$ cat config.mk
export PLATFORM = sky130hd
export DESIGN_NAME = keypad_entry_controller
export DESIGN_NICKNAME = d
export VERILOG_FILES = /design/src/rtl/keypad_entry_controller.sv
export SDC_FILE = /design/constraint.sdc
export NUM_CORES = 1
export LEC_CHECK = 0
export BUFFER_PORTS_ARGS = -buffer_cell sky130_fd_sc_hd__clkbuf_2
export CAP_MARGIN = 20
export CORE_MARGIN = 1.5
export CORE_UTILIZATION = 40
export DETAILED_ROUTE_END_ITERATION = 8
export GPL_ROUTABILITY_DRIVEN = 0
export SYNTH_ARGS = -nofsm -noshare
export SYNTH_HDL_FRONTEND = slang
export SYNTH_SLANG_ARGS = --single-unit
$ cat constraint.sdc
create_clock -name clk -period 4.15 [get_ports clk]
set_input_delay 0.83 -clock clk [delete_from_list [all_inputs] [get_ports clk]]
set_output_delay 0.83 -clock clk [all_outputs]
set_load 0.005 [all_outputs]
$ cat src/rtl/keypad_entry_controller.sv
// Sequencer from keypad key strobes to the password comparator write interface.
// Latency: a key strobed at edge N is acted on at edge N+1; its outputs are visible for one cycle from there.
// Backpressure: none upstream; strobes are dropped while busy is high (init, compare, clear).
module keypad_entry_controller #(
    parameter int NUM_DIGITS = 6,
    parameter int MIN_DIGITS = 4,
    parameter int CNT_W      = 3
) (
    input  logic                  clk,
    input  logic                  reset,
    input  logic                  key_valid,
    input  logic [3:0]            key_code,
    input  logic                  lock_correct,
    output logic [3:0]            data,
    output logic [NUM_DIGITS-1:0] cs,
    output logic                  wr,
    output logic [CNT_W-1:0]      digit_count,
    output logic                  compare,
    output logic                  input_clear,
    output logic                  set_mode,
    output logic                  busy,
    output logic                  key_err
);

    localparam logic [3:0] KEY_STAR = 4'd10;
    localparam logic [3:0] KEY_HASH = 4'd11;

    typedef enum logic [2:0] {
        S_INIT,
        S_ENTRY,
        S_WRITE,
        S_CMP_HI,
        S_CLEAR,
        S_SET_ENTRY,
        S_SET_WRITE
    } state_t;

    state_t                  state_q, state_d;
    logic                    kv_q, kv_d;
    logic [3:0]              kc_q, kc_d;
    logic [CNT_W-1:0]        count_q, count_d;
    logic                    cmp_second_q, cmp_second_d;
    logic [3:0]              data_q, data_d;
    logic [NUM_DIGITS-1:0]   cs_q, cs_d;
    logic                    wr_q, wr_d;
    logic                    compare_q, compare_d;
    logic                    input_clear_q, input_clear_d;
    logic                    set_mode_q, set_mode_d;
    logic                    busy_q, busy_d;
    logic                    key_err_q, key_err_d;

    logic                    accept;
    logic                    is_digit;
    logic                    has_room;
    logic [NUM_DIGITS-1:0]   slot_onehot;

    assign accept      = kv_q & ~busy_q;
    assign is_digit    = (kc_q <= 4'd9);
    assign has_room    = (count_q < CNT_W'(NUM_DIGITS));
    assign slot_onehot = NUM_DIGITS'(1) << count_q;

    // Next-state and next-output decode; each state's outputs are registered on the edge that enters it.
    always_comb begin
        state_d       = state_q;
        count_d       = count_q;
        cmp_second_d  = 1'b0;
        data_d        = data_q;
        cs_d          = '0;
        wr_d          = 1'b0;
        compare_d     = 1'b0;
        input_clear_d = 1'b0;
        set_mode_d    = set_mode_q;
        busy_d        = 1'b0;
        key_err_d     = 1'b0;
        // A strobe seen while busy is already visible never reaches the FSM.
        kv_d          = key_valid & ~busy_q;
        kc_d          = key_code;

        case (state_q)
            S_INIT: begin
                input_clear_d = 1'b1;
                busy_d        = 1'b1;
                state_d       = S_ENTRY;
            end

            // WRITE only marks the cs cycle; it takes keys exactly like ENTRY so digits can run back-to-back.
            S_ENTRY, S_WRITE: begin
                state_d = S_ENTRY;
                if (accept) begin
                    if (is_digit) begin
                        if (has_room) begin
                            state_d = S_WRITE;
                            data_d  = kc_q;
                            cs_d    = slot_onehot;
                            count_d = count_q + CNT_W'(1);
                        end else begin
                            key_err_d = 1'b1;
                        end
                    end else if (kc_q == KEY_STAR) begin
                        state_d   = S_CMP_HI;
                        compare_d = 1'b1;
                        busy_d    = 1'b1;
                    end else if (kc_q == KEY_HASH) begin
                        if (lock_correct && (count_q == '0)) begin
                            state_d    = S_SET_ENTRY;
                            set_mode_d = 1'b1;
                        end else begin
                            state_d       = S_CLEAR;
                            input_clear_d = 1'b1;
                            busy_d        = 1'b1;
                            count_d       = '0;
                        end
                    end
                end
            end

            // Compare stays high two cycles with digit_count frozen, then the buffer is cleared.
            S_CMP_HI: begin
                busy_d = 1'b1;
                if (!cmp_second_q) begin
                    compare_d    = 1'b1;
                    cmp_second_d = 1'b1;
                end else begin
                    state_d       = S_CLEAR;
                    input_clear_d = 1'b1;
                    count_d       = '0;
                end
            end

            S_CLEAR: begin
                state_d = S_ENTRY;
            end

            S_SET_ENTRY, S_SET_WRITE: begin
                state_d = S_SET_ENTRY;
                if (accept) begin
                    if (is_digit) begin
                        if (has_room) begin
                            state_d = S_SET_WRITE;
                            data_d  = kc_q;
                            cs_d    = slot_onehot;
                            wr_d    = 1'b1;
                            count_d = count_q + CNT_W'(1);
                        end else begin
                            key_err_d = 1'b1;
                        end
                    end else if (kc_q == KEY_STAR) begin
                        if (count_q >= CNT_W'(MIN_DIGITS)) begin
                            state_d       = S_CLEAR;
                            set_mode_d    = 1'b0;
                            input_clear_d = 1'b1;
                            busy_d        = 1'b1;
                            count_d       = '0;
                        end else begin
                            key_err_d = 1'b1;
                        end
                    end else if (kc_q == KEY_HASH) begin
                        key_err_d = 1'b1;
                    end
                end
            end

            default: begin
                state_d = S_INIT;
            end
        endcase
    end

    // State, captured key and all registered outputs; reset aborts everything at once.
    always_ff @(posedge clk or negedge reset) begin
        if (!reset) begin
            state_q       <= S_INIT;
            kv_q          <= 1'b0;
            kc_q          <= 4'd0;
            count_q       <= '0;
            cmp_second_q  <= 1'b0;
            data_q        <= 4'd0;
            cs_q          <= '0;
            wr_q          <= 1'b0;
            compare_q     <= 1'b0;
            input_clear_q <= 1'b0;
            set_mode_q    <= 1'b0;
            busy_q        <= 1'b0;
            key_err_q     <= 1'b0;
        end else begin
            state_q       <= state_d;
            kv_q          <= kv_d;
            kc_q          <= kc_d;
            count_q       <= count_d;
            cmp_second_q  <= cmp_second_d;
            data_q        <= data_d;
            cs_q          <= cs_d;
            wr_q          <= wr_d;
            compare_q     <= compare_d;
            input_clear_q <= input_clear_d;
            set_mode_q    <= set_mode_d;
            busy_q        <= busy_d;
            key_err_q     <= key_err_d;
        end
    end

    assign data        = data_q;
    assign cs          = cs_q;
    assign wr          = wr_q;
    assign digit_count = count_q;
    assign compare     = compare_q;
    assign input_clear = input_clear_q;
    assign set_mode    = set_mode_q;
    assign busy        = busy_q;
    assign key_err     = key_err_q;

endmodule

==> summary.md, run 1 <==
| Metric | Value |
|---|---|
| Synth unique cells | 41 |
| Crit path DAT | 2.53 ns |
| Syn Nets | 139 |
| Final Hold Viols | 0 |
| Final setup TNS | 0 ns |
| Fin nets | 167 |
| EDFF count, synth | 0 |
| Clk_skew | 0.00891 ns |
| Clock Root Buffer | clkbuf_4 |
| Leak | 0.771 nW |
| Internal | 0.000611 W |
| Max_slew headroom | 56.0% |
| Setup crit end kind | flop |
| # setup viols final | 0 |
| Sw Ratio | 37.0% |
| Yosys top cell area share | 51.4% |
| Synth top cells by count | 28 x dfrtp_1, 11 x nor2_1, 8 x a21oi_1, 8 x nand2_1, 8 x o21ai_0 |
| Antenna Cells | 0 |
| Worst slew pin tran | 0.661 ns |
| Final Slew Violations | 0 |
| Max Cap Viol | 0 |
| Max frequency | 436 MHz |
| I/O Buffers | 26 |
| Cells after Synth | 125 |
| CTS resizes | 0 |
| Gr usage total | 16.9% |
| HP Class | flop to flop |
| Die width | 61.4 µm |
| Req. time, crit path | 4.39 ns |
| # H-tree levels | 1 |
| Synth Flop Type | dfrtp_1 |
| Vias in the first global route | 1016 |
| Peak VDD IR | 0.000250 V |
| Synthesized cell area | 1360 µm² |
| Tcrit/Tclk final | 55.2% |
| Initial DRT Pass Iterations | 4 |
| CTS tree | built |
| Hold buffers post-CTS | 0 |
| Synth area leader | dfrtp_1 |
| I/O pins | 27 |
| Cell with the most instances after synthesis | dfrtp_1 |
| Most area-consuming cells after synthesis | dfrtp_1 51%, ha_1 4.6%, mux2_2 3.3% |
| Final ANT Viol Nets | 0 |
| Chip Height | 61.4 µm |
| Clk slew on worst S/H paths | 0.16 ns |
| Clock tree buffer depth | 2 |
| Pwr dens | 612 nW/µm² |
| Hold Startpoint | busy |
| Dpl hpwl | 2.17 mm |
| # DRC | 0 |
| Hold Slack | 0.485 ns |
| Switching power | 0.000358 W |
| Largest net degree at the start of global routing | 29 |
| Setup Fix Bufs, Post-CTS | 0 |
| Final wirelength | 2.92 mm |
| Drt wl/cell | 14.8 µm |
| CP Launch Type | flop |
| Setup ws final | 1.86 ns |
| Layout cells sized above 1 | 28.3% |
| Flip-flop and latch count after synthesis | 28 |
| Crit Path Category | flop to flop |
| Layout area overhead | 16.1% |
| Dpl ws | 1.86 ns |
| Antenna violations before repair | 0 |
| First-pass GRT wire length | 4.63 mm |
| Vias per cell | 5.46 |
| Status | finished clean |
| Initial DRC Count | 58 |
| Via count | 1082 |
| Die ar. | 3770 µm² |
| Post-synthesis sequential area ratio | 51.4% |
| Part of the power in combinational logic | 38.7% |
| Worst setup startpoint | digit_count[1] |
| Synth warn | 0 |
| Reg2Reg Launch Point | digit_count[1] |
| Total core area | 3310 µm² |
| Avg Cell Area, Syn | 10.9 µm² |
| RSZ-0062 raised after global routing | no |
| Initial Util | 41.2% |
| Clock sink count | 28 |
| Final Power | 0.000969 W |
| FP Rows | 21 |
| Worst-Skew Late Latency | 0.33 ns |
| Clock share of power | 18.5% |
| Grt ovf | 0 |
| Critical Path Fanout Max | 7 |
| Num CTS Buffers | 3 |
| Ys async rst share | 100% |
| Seq pwr share | 42.8% |
| Min cycle time layout | 2.29 ns |
kinds of logic after synthesis:
family / Yosys count / synth area share (%)
xor gates and xnor gates: 2 / 1.84
adders and majority gates: 6 / 6.06
AOI/OAI and AO/OA: 29 / 13.6
buffers and inverters: 7 / 2.57
DFF: 28 / 51.4
and+or+nand+nor: 47 / 19.5
muxes: 6 / 5.14
per-stage QoR:
| stage | util, % | instance area, µm² | std cells |
|---|---|---|---|
| 2_1_floorplan | - | 1360 | 125 |
| 3_3_place_gp | 46.3 | 1530 | 194 |
| 3_5_place_dp | 46.3 | 1530 | 194 |
| 4_1_cts | 47.8 | 1580 | 198 |
| 5_1_grt | 47.8 | 1580 | 198 |
| 6_report | 47.8 | 1580 | 198 |
cell type report:
class | count | area, µm²
Clock inverter | 1 | 30.0
Clock buffer | 3 | 22.5
Sequential cell | 28 | 701
Tap cell | 46 | 57.6
Multi-Input combinational cell | 90 | 628
Timing Repair Buffer | 26 | 130
Inverter | 4 | 15.0
Fill cell | 320 | 1730
worst max-delay path, stage by stage, from the launching register on:
cell,delay (ns)
dfrtp_1,0.49
inv_1,0.14
ha_1,0.22
and3b_1,0.22
nor3_1,0.24
a2111oi_0,0.09
or4_4,0.48
mux2_4,0.31
power groups by stage:
stage | Combinational (W) | Clock [W] | Sequential, W
2_1_floorplan | 0.000258 | 0 | 0.000407
3_3_place_gp | 0.000366 | 0 | 0.000414
3_5_place_dp | 0.000372 | 0 | 0.000421
4_1_cts | 0.000375 | 0.000183 | 0.000415
5_1_grt | 0.000418 | 0.000196 | 0.000428
6_report | 0.000375 | 0.000180 | 0.000415
layout by cell type (no fill, tap or decap), types with 3 or more instances in the layout:
cell      Yosys  layout
nor3_1        6       6
ha_1          5       5
o21ai_0       8       8
dfrtp_1      28      28
mux2_2        4       4
clkbuf_4      0       3
and3_1        5       5
nand2_1       8       8
nor2b_1       4       4
nor2_1       11      11
inv_1         4       4
a21oi_1       8       8
clkbuf_2      1      26
flip-flops by register name, summed over array words and instances (netlist names), 3 cells and up:
signal	flops
digit_count	3
state_q	3
data	4
cs	6
kc_q	4
metal layers:
metal  track usage, %  wire, µm  vias to the layer above
met3             3.57       229                        8
met2             29.6      1470                       56
met5                0         0                        -
met1             20.5      1170                      511
met4             6.08        56                        0
li1                 -         -                      507
path summary, 6_finish.rpt:
check,end,slack [ns],cells after the start
worst max-delay path,digit_count[2],1.86,7
worst min-delay path,kv_q,0.49,1
worst max register to register,digit_count[2],1.86,7
worst min register to register,kv_q,0.49,1
max in group asynchronous,cmp_second_q,3.23,1
min in group asynchronous,digit_count[2],0.50,1
(Power assumes the default switching activity.)
==> run 2: changes to the inputs <==
==> constraint.sdc (replaced) <==
create_clock -name clk -period 1.9 [get_ports clk]
set_input_delay 0.38 -clock clk [delete_from_list [all_inputs] [get_ports clk]]
set_output_delay 0.38 -clock clk [all_outputs]
set_load 0.005 [all_outputs]
==> run 2 against run 1 <==
  * Die area is the same
  * Final area grew 14%
  * Critical path depth unchanged
  * First-iteration DRC count is 10% higher
  * Sequential share of layout area down 5.1 points
  * Final cell count up 14%
  * Critical endpoint unchanged
  * Largest power group is now combinational logic
==> summary.md, run 2 (same netlist as run 1, synthesis figures left out) <==
| Metric | Value |
|---|---|
| Status | finished clean |
| Final ANT Viol Nets | 0 (unchanged) |
| Fin util | 54.6% (+6.7 points) |
| Grt ovf | 0 (unchanged) |
| Initial DRT Pass Iterations | 4 (unchanged) |
| Hold Slack | 0.00648 ns (-0.479 ns) |
| Clock share of power | 11.0% (-7.5 points) |
| Antenna violations before repair | 0 (unchanged) |
| Die ar. | 3770 µm² (unchanged) |
| Setup crit end kind | flop |
| Commonest non-fill, non-tap cell in the layout | buf_4 |
| Layout cells sized above 1 | 44.4% (+16 points) |
| Max Cap Viol | 0 (unchanged) |
| I/O pins | 27 (unchanged) |
| Num CTS Buffers | 3 (unchanged) |
| Max frequency | 539 MHz (+23%) |
| Min cycle time layout | 1.86 ns (-0.436 ns) |
| Initial DRC Count | 64 (+10%) |
| Final Power | 0.00230 W (+140%) |
| Placed cell count | 221 (+14%) |
| Req. time, crit path | 2.14 ns (-2.25 ns) |
| Leak | 0.887 nW (+15%) |
| Gr usage total | 18.0% (+1.1 points) |
| I/O Buffers | 26 (unchanged) |
| Final wirelength | 3.00 mm (+2.7%) |
| Crit Path Category | flop to flop |
| Switching power | 0.000840 W (+130%) |
| # H-tree levels | 1 (unchanged) |
| CTS tree | built |
| Slowest CP cell | or4_4 |
| Pwr dens | 1270 nW/µm² (+110%) |
| FF-to-FF setup slack | 0.04 ns (-1.81 ns) |
| Initial Util | 41.2% (unchanged) |
| Die width | 61.4 µm (unchanged) |
| Worst r2r dst | digit_count[2] |
| Worst slew pin tran | 0.376 ns (-0.285 ns) |
| Most frequent cells in the layout | 28 x buf_4, 26 x clkbuf_2, 23 x dfrtp_1 |
| Vias in the first global route | 1069 (+5.2%) |
| Tcrit/Tclk final | 97.7% (+42 points) |
| Clk slew on worst S/H paths | 0.15 ns (about the same) |
| Internal | 0.00146 W (+140%) |
| Ordered list of cells on the worst path | inv_2 -> ha_4 -> and3b_1 -> nor3_2 -> a2111oi_1 -> or4_4 -> mux2_4 |
| Layout area overhead | 32.5% |
| Chip Height | 61.4 µm (unchanged) |
| Largest stage delay, worst path | 0.45 ns (-0.04 ns) |
| Dpl hpwl | 2.38 mm (+9.5%) |
| Fin nets | 195 (+17%) |
| Final Non-Filler Cells | 226 (+14%) |
| Vias per cell | 5.12 (-6.4%) |
| Antenna Cells | 0 (unchanged) |
| Clock Root Buffer | clkbuf_4 |
| FP Rows | 21 (unchanged) |
| CP Launch Type | flop |
| Part of the power in combinational logic | 51.8% (+13 points) |
| Critical Path Fanout Max | 3 (-4) |
| Clock sink count | 28 (unchanged) |
| # setup viols final | 0 (unchanged) |
| Max_slew headroom | 74.8% (+19 points) |
| First-pass GRT wire length | 4.98 mm (+7.6%) |
| Total core area | 3310 µm² (unchanged) |
| HP Class | input pin to asynchronous set/reset pin |
| Sw Ratio | 36.6% (-0.39 points) |
| Reg2Reg Launch Point | digit_count[0] |
| Worst reg2reg path depth | 7 (unchanged) |
| Max reg flops | 6 (unchanged) |
| Post-route design area | 1810 µm² (+14%) |
| Drt wl/cell | 13.3 µm (-10%) |
| Clk_skew | 0.0123 ns (+0.00338 ns) |
| DP Area | 1750 µm² (+14%) |
| Filler cell count | 318 (-0.63%) |
| Peak VDD IR | 0.000724 V (+190%) |
| Via count | 1156 (+6.8%) |
| Final Slew Violations | 0 (unchanged) |
| Final Hold Viols | 0 (unchanged) |
| Seq pwr share | 37.2% (-5.6 points) |
| Clock tree buffer depth | 2 (unchanged) |
| Crit path DAT | 2.10 ns (-0.43 ns) |
| Worst-Skew Late Latency | 0.33 ns (about the same) |
| RSZ-0062 raised after global routing | yes |
| # DRC | 0 (unchanged) |
| Largest net degree at the start of global routing | 29 (unchanged) |
-- run 2: cell types whose count changed in the layout (fill, tap and decap cells not counted), moves of 2 or more --
| cell | delta |
|---|---|
| dfrtp_1 | -5 |
| dfrtp_2 | +5 |
| buf_4 | +28 |
| inv_2 | +2 |
| inv_1 | -2 |
-- run 2: layout make-up --
type                    count  area [µm²]  share of cell area, %
repair buffers             54         340                   18.8
clock buffers               4        26.3                   1.45
inverters                   4        15.0                  0.831
multi-input cells          90         661                   36.6
well taps                  46        57.6                   3.19
flip-flops and latches     28         707                   39.1
-- run 2: layer usage --
layer  vias to the layer above  share of wire (%)  GRT usage [%]
li1                        566                  -              -
met1                       550                 45           24.4
met2                        33                 49           28.3
met3                         7                4.2           3.15
met4                         0                2.1           8.21
met5                         -                  0              0
-- run 2: power by group through the flow --
stage	combinational, W	clock (W)	sequential [W]
after CTS	0.00120	0.000257	0.000853
after floorplan	0.000585	0	0.000894
after detailed placement	0.00117	0	0.000854
final	0.00119	0.000252	0.000855
after global routing	0.00134	0.000279	0.000877
after global placement	0.00115	0	0.000846
-- run 2: worst max-delay path: cells and delay by family, from the launching register on --
| kind | cells | cell delay, ns |
|---|---|---|
| multiplexers | 1 | 0.31 |
| buffers and inverters | 1 | 0.06 |
| adder cells (fa/ha/maj) | 1 | 0.15 |
| flip-flops | 1 | 0.39 |
| AO/OA/AOI/OAI | 1 | 0.08 |
| AND/OR/NAND/NOR | 3 | 0.78 |
-- run 2: how the worst max path moves through the flow --
stage,startpoint,end,slack (ns),depth (start not counted)
floorplan,digit_count[1],digit_count[2],-0.03,7
global placement,digit_count[0],digit_count[2],0.02,7
detailed placement,digit_count[0],digit_count[2],-0.02,7
CTS,state_q[1],digit_count[2],0.01,5
global route,kc_q[2],digit_count[2],-0.02,6
finish,digit_count[0],digit_count[2],0.04,7
-- run 2: per-stage QoR --
stage / setup slack [ns] / TNS, ns
after floorplan: -0.0343 / -0.0343
after global placement: 0.0215 / 0
after detailed placement: -0.0200 / -0.0200
after CTS: 0.0114 / 0
after global routing: -0.0181 / -0.0181
final: 0.0437 / 0
-- run 2: timing repair --
action | CTS | global route
resized for setup | 2 | 6
buffers inserted | 0 | 1
setup endpoints to repair | 3 | 8
hold buffers | 0 | 0
pin swaps | 1 | 0
==> run 3: changes to the inputs <==
--- a/config.mk
+++ b/config.mk
@@ -5,6 +5,7 @@
 export SDC_FILE = /design/constraint.sdc
 export NUM_CORES = 1
 export LEC_CHECK = 0
+export ABC_AREA = 1
 export BUFFER_PORTS_ARGS = -buffer_cell sky130_fd_sc_hd__clkbuf_2
 export CAP_MARGIN = 20
 export CORE_MARGIN = 1.5
==> run 3 against run 2 <==
  * Clock power up 84%
  * Non-clock buffer count fell by 27
  * Largest cell class unchanged
  * Global-route usage is 1.8 points lower
  * Hold slack improved by 0.12 ns
  * Sequential power increased by 2.9%
  * Critical path type unchanged
  * Register-to-register slack better by 0.30 ns
  * Final area fell by 3.0%
==> summary.md, run 3 <==
| Metric | Value |
|---|---|
| Seq pwr share | 35.5% (-1.7 points) |
| Yosys top cell area share | 46.6% (-4.7 points) |
| Setup ws final | 0.344 ns (+0.300 ns) |
| # DRC | 0 (unchanged) |
| Crit Path Category | flop to flop |
| Dpl ws | 0.371 ns (+0.392 ns) |
| Clock Root Buffer | clkbuf_8 |
| Clock sink count | 28 (unchanged) |
| Tcrit/Tclk final | 81.9% (-16 points) |
| Pwr dens | 1410 nW/µm² (+11%) |
| Syn Nets | 193 (+39%) |
| Most area-consuming cells after synthesis | dfrtp_1 47%, nand2_1 11%, nand3_1 5.7% |
| Max reg flops | 6 (unchanged) |
| Max Cap Viol | 0 (unchanged) |
| Die ar. | 4130 µm² (+9.7%) |
| Synth unique cells | 27 (-34%) |
| Status | finished clean |
| Final Non-Filler Cells | 256 (+13%) |
| Sw Ratio | 42.0% (+5.5 points) |
| Filler cell count | 380 (+19%) |
| Most frequent cells in the layout | 43 x nand2_1, 28 x dfrtp_1, 26 x clkbuf_2 |
| Req. time, crit path | 2.11 ns (-0.03 ns) |
| # H-tree levels | 1 (unchanged) |
| CTS tree | built |
| Final wirelength | 3.08 mm (+2.5%) |
| Setup crit end kind | flop |
| Synth area leader | dfrtp_1 |
| HP Class | input pin to asynchronous set/reset pin |
| Layout area overhead | 16.7% |
| CP Launch Type | flop |
| Dpl hpwl | 2.39 mm (+0.74%) |
| Placed cell count | 252 (+14%) |
| Fin util | 48.2% (-6.3 points) |
| Part of the power in combinational logic | 45.9% (-5.9 points) |
| Die width | 64.3 µm (+4.7%) |
| I/O pins | 27 (unchanged) |
| Vias per cell | 4.75 (-7.1%) |
| Final Hold Viols | 0 (unchanged) |
| Synth top cells by count | 43 x nand2_1, 28 x dfrtp_1, 21 x inv_1 |
| Grt met3 use | 2.29% (-0.86 points) |
| Crit path DAT | 1.77 ns (-0.33 ns) |
| Clock share of power | 18.7% (+7.7 points) |
| Layout cells sized above 1 | 25.5% (-19 points) |
| Min cycle time layout | 1.56 ns (-0.300 ns) |
| Gr usage total | 16.2% (-1.8 points) |
| Final ANT Viol Nets | 0 (unchanged) |
| Num CTS Buffers | 3 (unchanged) |
| Synthesized cell area | 1500 µm² (+10%) |
| Final Slew Violations | 0 (unchanged) |
| Clock tree buffer depth | 2 (unchanged) |
| Synth Flop Type | dfrtp_1 |
| Antenna Cells | 0 (unchanged) |
| Initial DRC Count | 68 (+6.3%) |
| RSZ-0062 raised after global routing | no |
| I/O Buffers | 26 (unchanged) |
| Post-route design area | 1750 µm² (-3.0%) |
| Clk_skew | 0.00684 ns (-0.00544 ns) |
| Antenna violations before repair | 0 (unchanged) |
| Initial Util | 41.4% (+0.16 points) |
| Grt ovf | 0 (unchanged) |
| Hold buffers post-CTS | 0 (unchanged) |
| Internal | 0.00144 W (-1.4%) |
| Worst-Skew Late Latency | 0.28 ns (-0.05 ns) |
| CTS resizes | 0 (-2) |
| Chip Height | 64.3 µm (+4.7%) |
| Flip-flop and latch count after synthesis | 28 (unchanged) |
| EDFF count, synth | 0 (unchanged) |
| Worst slew pin tran | 0.677 ns (+0.301 ns) |
| Via count | 1216 (+5.2%) |
| Max frequency | 643 MHz (+19%) |
| Final setup TNS | 0 ns (unchanged) |
| Setup Fix Bufs, Post-CTS | 0 (unchanged) |
| First-pass GRT wire length | 5.28 mm (+6.0%) |
| # setup viols final | 0 (unchanged) |
| Met1 usage | 21.1% (-3.3 points) |
| Initial DRT Pass Iterations | 5 (+1) |
| DP Area | 1680 µm² (-4.1%) |
| Vias in the first global route | 1136 (+6.3%) |
| Clk slew on worst S/H paths | 0.09 ns (-0.06 ns) |
| Max_slew headroom | 54.9% (-20 points) |
| Largest net degree at the start of global routing | 29 (unchanged) |
| Avg Cell Area, Syn | 8.39 µm² (-23%) |
| GRT met2 Usage | 27.9% (-0.40 points) |
| Ys async rst share | 100% (unchanged) |
| Cells after Synth | 179 (+43%) |
| Drt wl/cell | 12.0 µm (-9.5%) |
| Critical Path Fanout Max | 8 (+5) |
| Synth warn | 0 (unchanged) |
| FP Rows | 22 (+4.8%) |
| Fin nets | 223 (+14%) |
| Cell with the most instances after synthesis | nand2_1 |
| Post-synthesis sequential area ratio | 46.6% (-4.7 points) |
| Total core area | 3630 µm² (+9.8%) |
| Top Usage Layer GRT | met2 |
| Switching power | 0.00104 W (+24%) |
| Commonest non-fill, non-tap cell in the layout | nand2_1 |
| Leak | 0.955 nW (+7.7%) |
| Peak VDD IR | 0.000618 V (-15%) |
==> run 3: changes by cell type in the layout (fill, tap and decap cells not counted), sizes merged, moves of 4 or more <==
| cell | previous run | this run |
|---|---|---|
| nand2 | 8 | 50 |
| buf | 28 | 1 |
| inv | 4 | 25 |
| nand3 | 0 | 18 |
| nor2 | 12 | 19 |
| and3 | 6 | 0 |
| mux2 | 5 | 0 |
| nand4 | 0 | 5 |
| nor2b | 4 | 0 |
| nor3 | 6 | 2 |
==> run 3: path summary, 6_finish.rpt <==
| path | from | endpoint | slack, ns | cells after the start |
|---|---|---|---|---|
| setup / recovery | digit_count[1] | digit_count[2] | 0.34 | 10 |
| min in group clk | key_code[1] | kc_q[1] | 0.20 | 1 |
| setup reg to reg | digit_count[1] | digit_count[2] | 0.34 | 10 |
| hold / removal | reset | data[3] | 0.12 | 1 |
| hold reg to reg | busy | kv_q | 0.46 | 1 |
| max in group asynchronous | reset | cmp_second_q | 1.34 | 1 |
==> run 3: final cells by class <==
class	count	area, µm²	area share (%)
Clock buffer	3	41.3	2.36
Tap cell	48	60.1	3.43
Timing Repair Buffer	27	138	7.85
Inverter	26	101	5.78
Sequential cell	28	701	40.0
Clock inverter	1	30.0	1.71
Multi-Input combinational cell	123	682	38.9
==> run 3: power by group through the flow <==
stage / clock network, W / logic, W / registers (W)
floorplan: 0 / 0.000858 / 0.000874
global placement: 0 / 0.00112 / 0.000877
detailed placement: 0 / 0.00114 / 0.000892
CTS: 0.000481 / 0.00114 / 0.000879
global route: 0.000498 / 0.00128 / 0.000904
finish: 0.000463 / 0.00114 / 0.000880
==> run 3: cells by family (layout without fill, tap and decap cells) <==
logic type | count (synthesis) | after routing | share of synthesized area (%)
simple gates | 97 | 97 | 30.9
buf+inv | 28 | 57 | 7.99
fa+ha+maj | 6 | 6 | 5.50
flops | 28 | 28 | 46.6
compound gates | 20 | 20 | 8.99
==> run 3: per-stage QoR <==
step | total power, W | hold WS, ns
global placement | 0.00200 | 0.428
floorplan | 0.00173 | 0.0844
finish | 0.00248 | 0.123
global route | 0.00268 | 0.174
CTS | 0.00250 | 0.161
detailed placement | 0.00203 | 0.442
==> run 3: critical path: stages, from the launching register on <==
cell	delay (ns)
dfrtp_1	0.48
inv_1	0.12
ha_1	0.18
nand3_2	0.12
nand2_1	0.08
inv_1	0.04
a21oi_1	0.22
nor2_4	0.07
nand2_4	0.07
nand2_1	0.05
nand2_1	0.06
==> run 3: routing by layer <==
layer / vias to the layer above / wire length, µm
met1: 541 / 1380
met2: 40 / 1530
met4: 0 / 41
li1: 629 / -
met3: 6 / 122
met5: - / 0
